<file path="src/rtl/divu8_pkg.sv">
// rtl/divu8_pkg.sv - shared constants for the restoring divider
package divu8_pkg;
    localparam int DIVU8_W     = 8;
    localparam int DIVU8_CNT_W = $clog2(DIVU8_W);

    localparam logic [1:0] ST_IDLE = 2'd0;
    localparam logic [1:0] ST_CALC = 2'd1;
    localparam logic [1:0] ST_DONE = 2'd2;

    localparam logic [DIVU8_W-1:0] DIV0_QUOT = '1;
endpackage

</file>
<file path="src/rtl/divu8_step.sv">
// rtl/divu8_step.sv - one restoring-division iteration: shift in a dividend bit, trial subtract
module divu8_step
    import divu8_pkg::*;
#(
    parameter int WIDTH = DIVU8_W
) (
    input  logic [WIDTH-1:0] r_i,
    input  logic             d_msb_i,
    input  logic [WIDTH-1:0] v_i,
    output logic [WIDTH-1:0] r_o,
    output logic             q_bit_o
);
    logic [WIDTH:0] shifted;
    logic [WIDTH:0] vext;
    logic [WIDTH:0] diff;
    logic           carry;

    assign shifted = {r_i, d_msb_i};
    assign vext    = {1'b0, v_i};

    // Ripple subtract as a + ~b + 1, matching the add/sub unit
    always_comb begin
        diff  = '0;
        carry = 1'b1;
        for (int i = 0; i <= WIDTH; i++) begin
            diff[i] = shifted[i] ^ ~vext[i] ^ carry;
            carry   = (shifted[i] & ~vext[i]) | (carry & (shifted[i] ^ ~vext[i]));
        end
    end

    // R < V keeps the kept remainder within WIDTH bits, so the top bit is dropped
    assign q_bit_o = ~diff[WIDTH];
    assign r_o     = q_bit_o ? diff[WIDTH-1:0] : shifted[WIDTH-1:0];
endmodule

</file>
<file path="src/rtl/divu8.sv">
// rtl/divu8.sv - sequential unsigned restoring divider, one quotient bit per cycle
module divu8
    import divu8_pkg::*;
#(
    parameter int WIDTH = DIVU8_W
) (
    input  logic             clk,
    input  logic             rst,
    input  logic             start,
    input  logic [WIDTH-1:0] dividend,
    input  logic [WIDTH-1:0] divisor,
    output logic             busy,
    output logic             done,
    output logic [WIDTH-1:0] quotient,
    output logic [WIDTH-1:0] remainder,
    output logic             div_by_zero
);
    localparam int CW = $clog2(WIDTH);

    logic [1:0]       state_q, state_d;
    logic [WIDTH-1:0] d_q, d_d;
    logic [WIDTH-1:0] v_q, v_d;
    logic [WIDTH-1:0] r_q, r_d;
    logic [WIDTH-1:0] q_q, q_d;
    logic [CW-1:0]    cnt_q, cnt_d;
    logic [WIDTH-1:0] quot_q, quot_d;
    logic [WIDTH-1:0] rem_q, rem_d;
    logic             dbz_q, dbz_d;

    logic [WIDTH-1:0] step_r;
    logic             step_q;
    logic [WIDTH-1:0] q_next;

    divu8_step #(.WIDTH(WIDTH)) u_step (
        .r_i     (r_q),
        .d_msb_i (d_q[WIDTH-1]),
        .v_i     (v_q),
        .r_o     (step_r),
        .q_bit_o (step_q)
    );

    assign q_next = {q_q[WIDTH-2:0], step_q};

    always_comb begin
        state_d = state_q;
        d_d     = d_q;
        v_d     = v_q;
        r_d     = r_q;
        q_d     = q_q;
        cnt_d   = cnt_q;
        quot_d  = quot_q;
        rem_d   = rem_q;
        dbz_d   = dbz_q;
        case (state_q)
            ST_CALC: begin
                d_d = d_q << 1;
                r_d = step_r;
                q_d = q_next;
                if (cnt_q == '0) begin
                    // Visible results move only on the done-producing edge
                    quot_d  = q_next;
                    rem_d   = step_r;
                    dbz_d   = 1'b0;
                    state_d = ST_DONE;
                end else begin
                    cnt_d = cnt_q - 1'b1;
                end
            end
            default: begin
                state_d = ST_IDLE;
                if (start) begin
                    if (divisor == '0) begin
                        quot_d  = DIV0_QUOT;
                        rem_d   = dividend;
                        dbz_d   = 1'b1;
                        state_d = ST_DONE;
                    end else begin
                        d_d     = dividend;
                        v_d     = divisor;
                        r_d     = '0;
                        q_d     = '0;
                        cnt_d   = CW'(WIDTH - 1);
                        state_d = ST_CALC;
                    end
                end
            end
        endcase
    end

    always_ff @(posedge clk or posedge rst) begin
        if (rst) begin
            state_q <= ST_IDLE;
            d_q     <= '0;
            v_q     <= '0;
            r_q     <= '0;
            q_q     <= '0;
            cnt_q   <= '0;
            quot_q  <= '0;
            rem_q   <= '0;
            dbz_q   <= 1'b0;
        end else begin
            state_q <= state_d;
            d_q     <= d_d;
            v_q     <= v_d;
            r_q     <= r_d;
            q_q     <= q_d;
            cnt_q   <= cnt_d;
            quot_q  <= quot_d;
            rem_q   <= rem_d;
            dbz_q   <= dbz_d;
        end
    end

    assign busy        = (state_q == ST_CALC);
    assign done        = (state_q == ST_DONE);
    assign quotient    = quot_q;
    assign remainder   = rem_q;
    assign div_by_zero = dbz_q;
endmodule

</file>
<file path="config.mk">
export PLATFORM = sky130hd
export DESIGN_NAME = divu8
export DESIGN_NICKNAME = d
export VERILOG_FILES = /design/src/rtl/divu8_pkg.sv /design/src/rtl/divu8_step.sv /design/src/rtl/divu8.sv
export SDC_FILE = /design/constraint.sdc
export NUM_CORES = 1
export LEC_CHECK = 0
export CELL_PAD_IN_SITES_DETAIL_PLACEMENT = 1
export CELL_PAD_IN_SITES_GLOBAL_PLACEMENT = 1
export CORE_UTILIZATION = 25
export CTS_CLUSTER_DIAMETER = 80
export DETAILED_ROUTE_END_ITERATION = 16
export GPL_TIMING_DRIVEN = 0
export PLACE_DENSITY = 0.63
export SYNTH_ARGS = -nofsm -noshare
export SYNTH_HDL_FRONTEND = slang
export SYNTH_SLANG_ARGS = --single-unit
</file>
<file path="constraint.sdc">
create_clock -name clk -period 5.4 [get_ports clk]
set_clock_uncertainty 0.15 [all_clocks]
set_input_delay 1.62 -clock clk [delete_from_list [all_inputs] [get_ports clk]]
set_output_delay 1.62 -clock clk [all_outputs]
set_load 0.01 [all_outputs]
</file>
==> results of run 1 <==
## metrics by stage
stage / cell area, um2 / util (%) / setup WS (ns)
after CTS: 3180 / 32.7 / 0.124
after detailed placement: 3040 / 31.3 / 0.235
after global routing: 3190 / 32.7 / 0.0826
after global placement: 3020 / 31.1 / 0.236
final: 3190 / 32.7 / 0.468
after floorplan: 2490 / - / 1.02
## cell families after synthesis
family	Yosys count	share of synthesized area [%]
multiplexers	12	5.23
buffers and inverters	32	5.58
AO/OA/AOI/OAI	61	18.5
XOR/XNOR	1	0.352
adder cells (fa/ha/maj)	10	7.14
AND/OR/NAND/NOR	58	9.91
flip-flops	53	53.3
## routing by layer
layer  vias up  GRT usage, %  share of wire, %
li1        880             -                 -
met1       922          19.2                51
met2        27          20.4                45
met3         6          2.76               3.1
met4         0          4.01               1.2
met5         -             0                 0
## what timing repair did
| item | in CTS | in global routing |
|---|---|---|
| setup buffers | 0 | 0 |
| gates resized for setup | 0 | 1 |
| setup endpoints to repair | 0 | 3 |
## registers in the layout, summed over array words and instances (netlist names)
register	count
div_by_zero	1
q_q	7
remainder	8
r_q	8
cnt_q	3
d_q	8
state_q	2
quotient	8
v_q	8
## Yosys cell counts
library cell                number  area (um2)
sky130_fd_sc_hd__o22a_1          7        61.3
sky130_fd_sc_hd__o21ai_2         1        8.76
sky130_fd_sc_hd__buf_2           2        10.0
sky130_fd_sc_hd__a2bb2oi_1       2        17.5
sky130_fd_sc_hd__a21o_1          4        30.0
sky130_fd_sc_hd__o311a_1         3        30.0
sky130_fd_sc_hd__mux2i_1         4        40.0
sky130_fd_sc_hd__xnor2_1         1        8.76
sky130_fd_sc_hd__o31ai_1         1        7.51
sky130_fd_sc_hd__a21oi_1        10        50.1
sky130_fd_sc_hd__o21ai_1         4        20.0
sky130_fd_sc_hd__o21ai_0         7        35.0
sky130_fd_sc_hd__nor2b_1         1        6.26
sky130_fd_sc_hd__o41ai_1         1        8.76
sky130_fd_sc_hd__nor2_1         13        48.8
sky130_fd_sc_hd__or4_1           2        15.0
sky130_fd_sc_hd__o41a_1          1        11.3
sky130_fd_sc_hd__clkbuf_1        9        33.8
sky130_fd_sc_hd__a31oi_1         1        6.26
sky130_fd_sc_hd__o2bb2ai_1       5        43.8
sky130_fd_sc_hd__nand2b_1        1        6.26
sky130_fd_sc_hd__mux2_2          8        90.1
sky130_fd_sc_hd__clkinv_2        1        5.00
sky130_fd_sc_hd__a211oi_1        2        15.0
sky130_fd_sc_hd__o21a_1          2        15.0
sky130_fd_sc_hd__dfrtp_1        53        1330
sky130_fd_sc_hd__inv_1          17        63.8
sky130_fd_sc_hd__nand2_1        30         113
sky130_fd_sc_hd__o311ai_0        3        26.3
sky130_fd_sc_hd__ha_1            3        37.5
sky130_fd_sc_hd__buf_6           2        22.5
sky130_fd_sc_hd__o211ai_2        1        12.5
sky130_fd_sc_hd__fa_1            7         140
sky130_fd_sc_hd__nand3_1        10        50.1
sky130_fd_sc_hd__buf_1           1        3.75
sky130_fd_sc_hd__a211oi_2        3        37.5
sky130_fd_sc_hd__nand3b_1        1        7.51
sky130_fd_sc_hd__o211ai_1        3        22.5
## final timing paths
check                                   from           end  slack [ns]  cells after the start
worst min register to register  remainder[1]  remainder[1]        0.34                      1
worst max register to register        d_q[7]  remainder[0]        0.47                     17
worst max-delay path                  d_q[7]  remainder[0]        0.47                     17
max in group asynchronous                rst      cnt_q[1]        3.06                      3
min in group asynchronous                rst  remainder[7]        1.49                      2
worst min-delay path            remainder[1]  remainder[1]        0.34                      1
## where the power goes
part	switching (mW)	leakage, nW	total [mW]	internal [mW]
logic	0.555	0.645	1.03	0.474
clock network	0.137	0.0681	0.321	0.184
registers	0.127	0.648	0.720	0.593
total	0.819	1.36	2.07	1.25
## layout make-up
cell class | instances | area (um2)
Buffer | 14 | 70.1
Clock inverter | 3 | 65.1
Clock buffer | 5 | 68.8
Inverter | 18 | 68.8
Timing Repair Buffer | 38 | 390
Tap cell | 133 | 166
Sequential cell | 53 | 1330
Fill cell | 1133 | 6540
Multi-Input combinational cell | 142 | 1030
==> impl_metrics.toml, run 1 <==
[setup_path]
ordered_cell_list_for_the_critical_path = "inv_1, ha_1, inv_1, fa_1, inv_1, fa_1, fa_1, fa_1, inv_1, fa_1, fa_1, fa_1, xnor2_2, clkbuf_1, nor2_1, a211oi_1, o31ai_1"
cell_at_the_slowest_stage_of_the_critical_path = "sky130_fd_sc_hd__xnor2_2"
worst-endpoint-required_ns = 5.45
crit_buf_inv = 5
startpoint_type = "flip-flop"
critical-path-top-cell-by-count = "sky130_fd_sc_hd__fa_1"
critPathCaptureType = "flip-flop"
timing_worst_setup_path_type = "flip-flop to flip-flop"
cp.arrival_ns = 4.98
cp_max_fo = 10
crit_family = "adder cells"
worst_path_largest_cell_delay_ns = 0.47

[die]
core_area_um2 = 9730
boundaryPins = 38
num_rows = 36
die_w_um = 102
dieHeight_um = 102
fp.dieArea_um2 = 10400
floorplan.initialDensity_pct = 25.6

[cells_and_area]
layout_commonest_cell = "sky130_fd_sc_hd__dfrtp_1"
final_layout_size_suffix_gt1_share_pct = 10.6
syn_to_final_growth_pct = 28.1
insertedDiodeCount = 0
highest_count_cells_in_the_layout_ignoring_fill_and_taps = "53 x sky130_fd_sc_hd__dfrtp_1, 37 x sky130_fd_sc_hd__clkdlybuf4s50_1, 30 x sky130_fd_sc_hd__nand2_1"
final_nets = 301
instances_no_fill = 406

[drt]
routedWlPerCell_um = 15.0
drt_pre_antenna_iters = 4
drt-vias-per-instance = 4.52
route.antenna.remaining_nets = 0
dr_total_vias = 1835
post-route-drc-count = 0
routed_wl_mm = 6.09
dr.first_iter.drc_count = 38

[timing]
number_of_failing_hold_endpoints_at_the_final_stage = 0
hold_ws_ns = 0.342
rsz0062_at_grt = "no"
timing.setup.tns_ns = 0
max_slew_margin_pct = 61.6
crit_path_time_final_ns = 4.93
setup-violations-final = 0
max_freq_mhz = 203
min_period_over_period_pct = 91.3
timing_worst_slew_pin_value_ns = 0.573
slew_viol_final = 0

[synthesis]
synth_seq_cells = 53
synthesized_netlist_net_count = 256
synth-seq-area-share_pct = 53.3
postSynthAreaPerCell_um2 = 11.0
ys_types = 38
mappedNetlistArea_um2 = 2490
syn-instance-count = 227
yosys_warnings = 0

[worst_hold_path]
holdCritPathClass = "flip-flop to flip-flop"

[global_route]
maximum_number_of_pins_on_one_net_before_global_route_repair = 34
grt_first_pass_wirelength_mm = 10.5
antenna_found_initial = 0
all_layer_global_routing_usage_pct = 13.4
gr-total-overflow = 0
grt_pass1_vias = 2008

[placement]
portBuffers = 37
place_hpwl_mm = 4.58
gp_congestion = 0.768
placed_cells = 398

[clock_tree]
tritoncts_clock_tree = "done"
clock_tree_buf_depth = 2
clock_sink_count = 53
cts_made_buffers = 5
clk_pin_slew_ns = 0.10
clkLatencyLatePin_ns = 0.31
cts.hold.buffers_added = 0
clockRootBuffer = "sky130_fd_sc_hd__clkbuf_8"
clock_tree.htree_level_count = 2

[run_status]
outcome = "completed"

[run]
cap_violations = 0

[power]
total_power_mw = 2.07
max_vdd_drop_uv = 191
leakagePower_nw = 1.36
p_per_area_nw_per_um2 = 650
No activity file was read; power rests on OpenSTA's default activity.
==> run 2, diff against run 1 <==
Settings changed: CAP_MARGIN from default to 20, PLACE_DENSITY 0.63 to 0.62, SLEW_MARGIN from default to 20, SYNTH_HIERARCHICAL from default to 1.
==> run 2 against run 1 <==
  * Critical path depth down 2
  * Count of clock-buffer cells in the layout unchanged
  * Hold slack better by 0.028 ns
  * Utilization down 0.27 points
  * Sequential power down 2%
  * Combinational power up 18%
  * Global-route usage up 0.40 points
  * Maximum frequency down 3.7%
  * Die area up 11%
  * Sequential share of layout area down 3.8 points
  * Register-to-register slack worse by 0.19 ns
  * Largest cell class unchanged
  * Total power up 8.8%
==> impl_metrics.toml, run 2 <==
[run_status]
outcome = "completed"

[power]
max_vdd_drop_uv = 215
leakagePower_nw = 1.50
p_per_area_nw_per_um2 = 643

[synthesis]
synthSimpleGateAreaFrac_pct = 17.7
post_synth_edffs = 0
synth_top_family_by_area = "simple AND/OR/NAND/NOR gates"
synth-main-ff-cell = "sky130_fd_sc_hd__dfrtp_1"
synth_seq_cells = 53
synthesized_netlist_net_count = 289
postSynthAreaPerCell_um2 = 10.6
mappedNetlistArea_um2 = 2770
yosys_warnings = 6
synth-seq-area-share_pct = 47.9
synth_area_leader_cell = "sky130_fd_sc_hd__dfrtp_1"
ys_types = 34
postSynth.asyncResetShare_pct = 100
xor_xnor_share_of_the_synthesized_area_pct = 0.994
synth_most_common_cell = "sky130_fd_sc_hd__dfrtp_1"
synth.area.top_cells = "sky130_fd_sc_hd__dfrtp_1 48%, sky130_fd_sc_hd__fa_1 5.1%, sky130_fd_sc_hd__nand2_1 4.2%"
post-synth-top-area-fraction_pct = 47.9
yosys-mux-area-fraction_pct = 6.33
synth-compound-area-share_pct = 15.0
syn-instance-count = 260
ys_top_cells_by_count = "53 x sky130_fd_sc_hd__dfrtp_1, 31 x sky130_fd_sc_hd__nand2_1, 16 x sky130_fd_sc_hd__inv_1, 16 x sky130_fd_sc_hd__nor2_1, 16 x sky130_fd_sc_hd__o21ai_0"
synthAdderAreaFrac_pct = 6.42

[setup_path]
crit_buf_inv = 3
worst_path_largest_cell_delay_ns = 0.53
critical-path-top-cell-by-count = "sky130_fd_sc_hd__fa_1"
cp_max_fo = 6
critPathCaptureType = "flip-flop"
timing_worst_setup_path_type = "flip-flop to flip-flop"
cell_at_the_slowest_stage_of_the_critical_path = "sky130_fd_sc_hd__fa_1"
ordered_cell_list_for_the_critical_path = "inv_1, ha_1, fa_1, fa_1, fa_1, fa_1, inv_1, fa_1, inv_1, fa_1, fa_1, xnor2_4, mux2_4, or2b_2, o221a_1"
startpoint_type = "flip-flop"
worst-endpoint-required_ns = 5.46
crit_family = "adder cells"
cp.arrival_ns = 5.18

[drt]
dr.first_iter.drc_count = 86
drt-vias-per-instance = 4.79
routed_wl_mm = 7.32
route.antenna.remaining_nets = 0
drt_pre_antenna_iters = 4
dr_total_vias = 2154
post-route-drc-count = 0
routedWlPerCell_um = 16.3

[clock_tree]
clock_tree.htree_level_count = 2
clockRootBuffer = "sky130_fd_sc_hd__clkbuf_8"
cts.hold.buffers_added = 0
clock_sink_count = 53
tritoncts_clock_tree = "done"
cts_made_buffers = 5
clock_tree_buf_depth = 2
clk_pin_slew_ns = 0.10
clkLatencyLatePin_ns = 0.32

[global_route]
all_layer_global_routing_usage_pct = 13.8
grt_pass1_vias = 2266
grt_first_pass_wirelength_mm = 12.3
gr-total-overflow = 0
maximum_number_of_pins_on_one_net_before_global_route_repair = 54
antenna_found_initial = 0

[placement]
gp_congestion = 0.742
place_hpwl_mm = 5.30
placement.cell_area_um2 = 3320
portBuffers = 37
dpl_worst_slack_ns = 0.0391

[timing]
setup-violations-final = 0
crit_path_time_final_ns = 5.12
max_freq_mhz = 195
finalWorstSetupSlack_ns = 0.280
timing.setup.tns_ns = 0
slew_viol_final = 0
max_slew_margin_pct = 25.8
min_period_over_period_pct = 94.8
timing_worst_slew_pin_value_ns = 1.10
number_of_failing_hold_endpoints_at_the_final_stage = 0
rsz0062_at_grt = "no"

[die]
dieHeight_um = 107
fp.dieArea_um2 = 11500
boundaryPins = 38
die_w_um = 107
floorplan.initialDensity_pct = 25.7
num_rows = 38
core_area_um2 = 10800

[cells_and_area]
syn_to_final_growth_pct = 26.6
finish.utilization_pct = 32.5
layout_commonest_cell = "sky130_fd_sc_hd__dfrtp_1"
final_nets = 338
final_layout_size_suffix_gt1_share_pct = 13.2
final_cell_area_um2 = 3500
insertedDiodeCount = 0
highest_count_cells_in_the_layout_ignoring_fill_and_taps = "53 x sky130_fd_sc_hd__dfrtp_1, 37 x sky130_fd_sc_hd__clkdlybuf4s50_1, 31 x sky130_fd_sc_hd__nand2_1"

[run]
cap_violations = 0

[worst_hold_path]
holdCritPathClass = "flip-flop to flip-flop"
-- run 2: cell types whose count changed in the layout (fill, tap and decap cells not counted), sizes merged, moves of 7 or more --
| cell | before | now |
|---|---|---|
| o22a | 7 | 0 |
| o221a | 0 | 8 |
| and3b | 0 | 8 |
| nand4 | 0 | 8 |
| or2b | 0 | 9 |
| a31oi | 1 | 10 |
| o2111ai | 0 | 7 |
-- run 2: power by group --
| group | switching (mW) | internal (mW) |
|---|---|---|
| logic | 0.595 | 0.623 |
| clock network | 0.144 | 0.187 |
| registers | 0.115 | 0.589 |
-- run 2: metal layers --
layer  GRT usage [%]  part of all wire (%)  up-vias
li1                -                     -     1019
met1            18.8                    47     1103
met2            22.6                    49       24
met3            2.31                   2.5        8
met4            3.72                   1.1        0
met5               0                     0        -
-- run 2: final cells by class --
type / instances / area (um2)
Clock inverter: 3 / 68.8
Multi-Input combinational cell: 173 / 1280
Tap cell: 140 / 175
Sequential cell: 53 / 1330
Inverter: 18 / 70.1
Buffer: 16 / 91.3
Clock buffer: 5 / 68.8
Timing Repair Buffer: 42 / 420
Fill cell: 1233 / 7290
-- run 2: cells by family (layout without fill, tap and decap cells) --
kind of cell	after synthesis	in the layout
AOI/OAI and AO/OA	58	58
xor gates and xnor gates	1	1
adders and majority gates	10	10
buffers and inverters	34	84
DFF	53	53
muxes	16	16
and+or+nand+nor	88	88
-- run 2: worst paths after layout --
path / cells past startpoint / startpoint / endpoint / slack [ns]
min in group asynchronous: 2 / rst / quotient[3] / 1.61
max reg2reg: 15 / d_q[7] / remainder[5] / 0.28
min: 1 / v_q[5] / v_q[5] / 0.37
max in group asynchronous: 2 / rst / v_q[0] / 3.01
max: 15 / d_q[7] / remainder[5] / 0.28
min reg2reg: 1 / v_q[5] / v_q[5] / 0.37
-- run 2: worst register-to-register path, stage by stage, from the launching register on --
cell and delay (ns):
sky130_fd_sc_hd__dfrtp_1 0.38, sky130_fd_sc_hd__inv_1 0.07, sky130_fd_sc_hd__ha_1 0.22, sky130_fd_sc_hd__fa_1 0.46, sky130_fd_sc_hd__fa_1 0.46, sky130_fd_sc_hd__fa_1 0.47
sky130_fd_sc_hd__fa_1 0.43, sky130_fd_sc_hd__inv_1 0.09, sky130_fd_sc_hd__fa_1 0.18, sky130_fd_sc_hd__inv_1 0.06, sky130_fd_sc_hd__fa_1 0.46, sky130_fd_sc_hd__fa_1 0.54
sky130_fd_sc_hd__xnor2_4 0.30, sky130_fd_sc_hd__mux2_4 0.34, sky130_fd_sc_hd__or2b_2 0.31, sky130_fd_sc_hd__o221a_1 0.12
-- run 2: repair_timing --
action                     4_1_cts  5_1_grt
setup buffers                    0        5
resized for setup                0        0
setup endpoints to repair        0        4
-- run 2: metrics by stage --
stage | power, mW | cells | hold WS (ns)
after floorplan | 1.45 | 260 | 0.322
after global placement | 1.78 | 437 | 0.341
after detailed placement | 1.84 | 437 | 0.347
after CTS | 2.17 | 445 | 0.371
after global routing | 2.46 | 450 | 0.388
final | 2.25 | 450 | 0.371
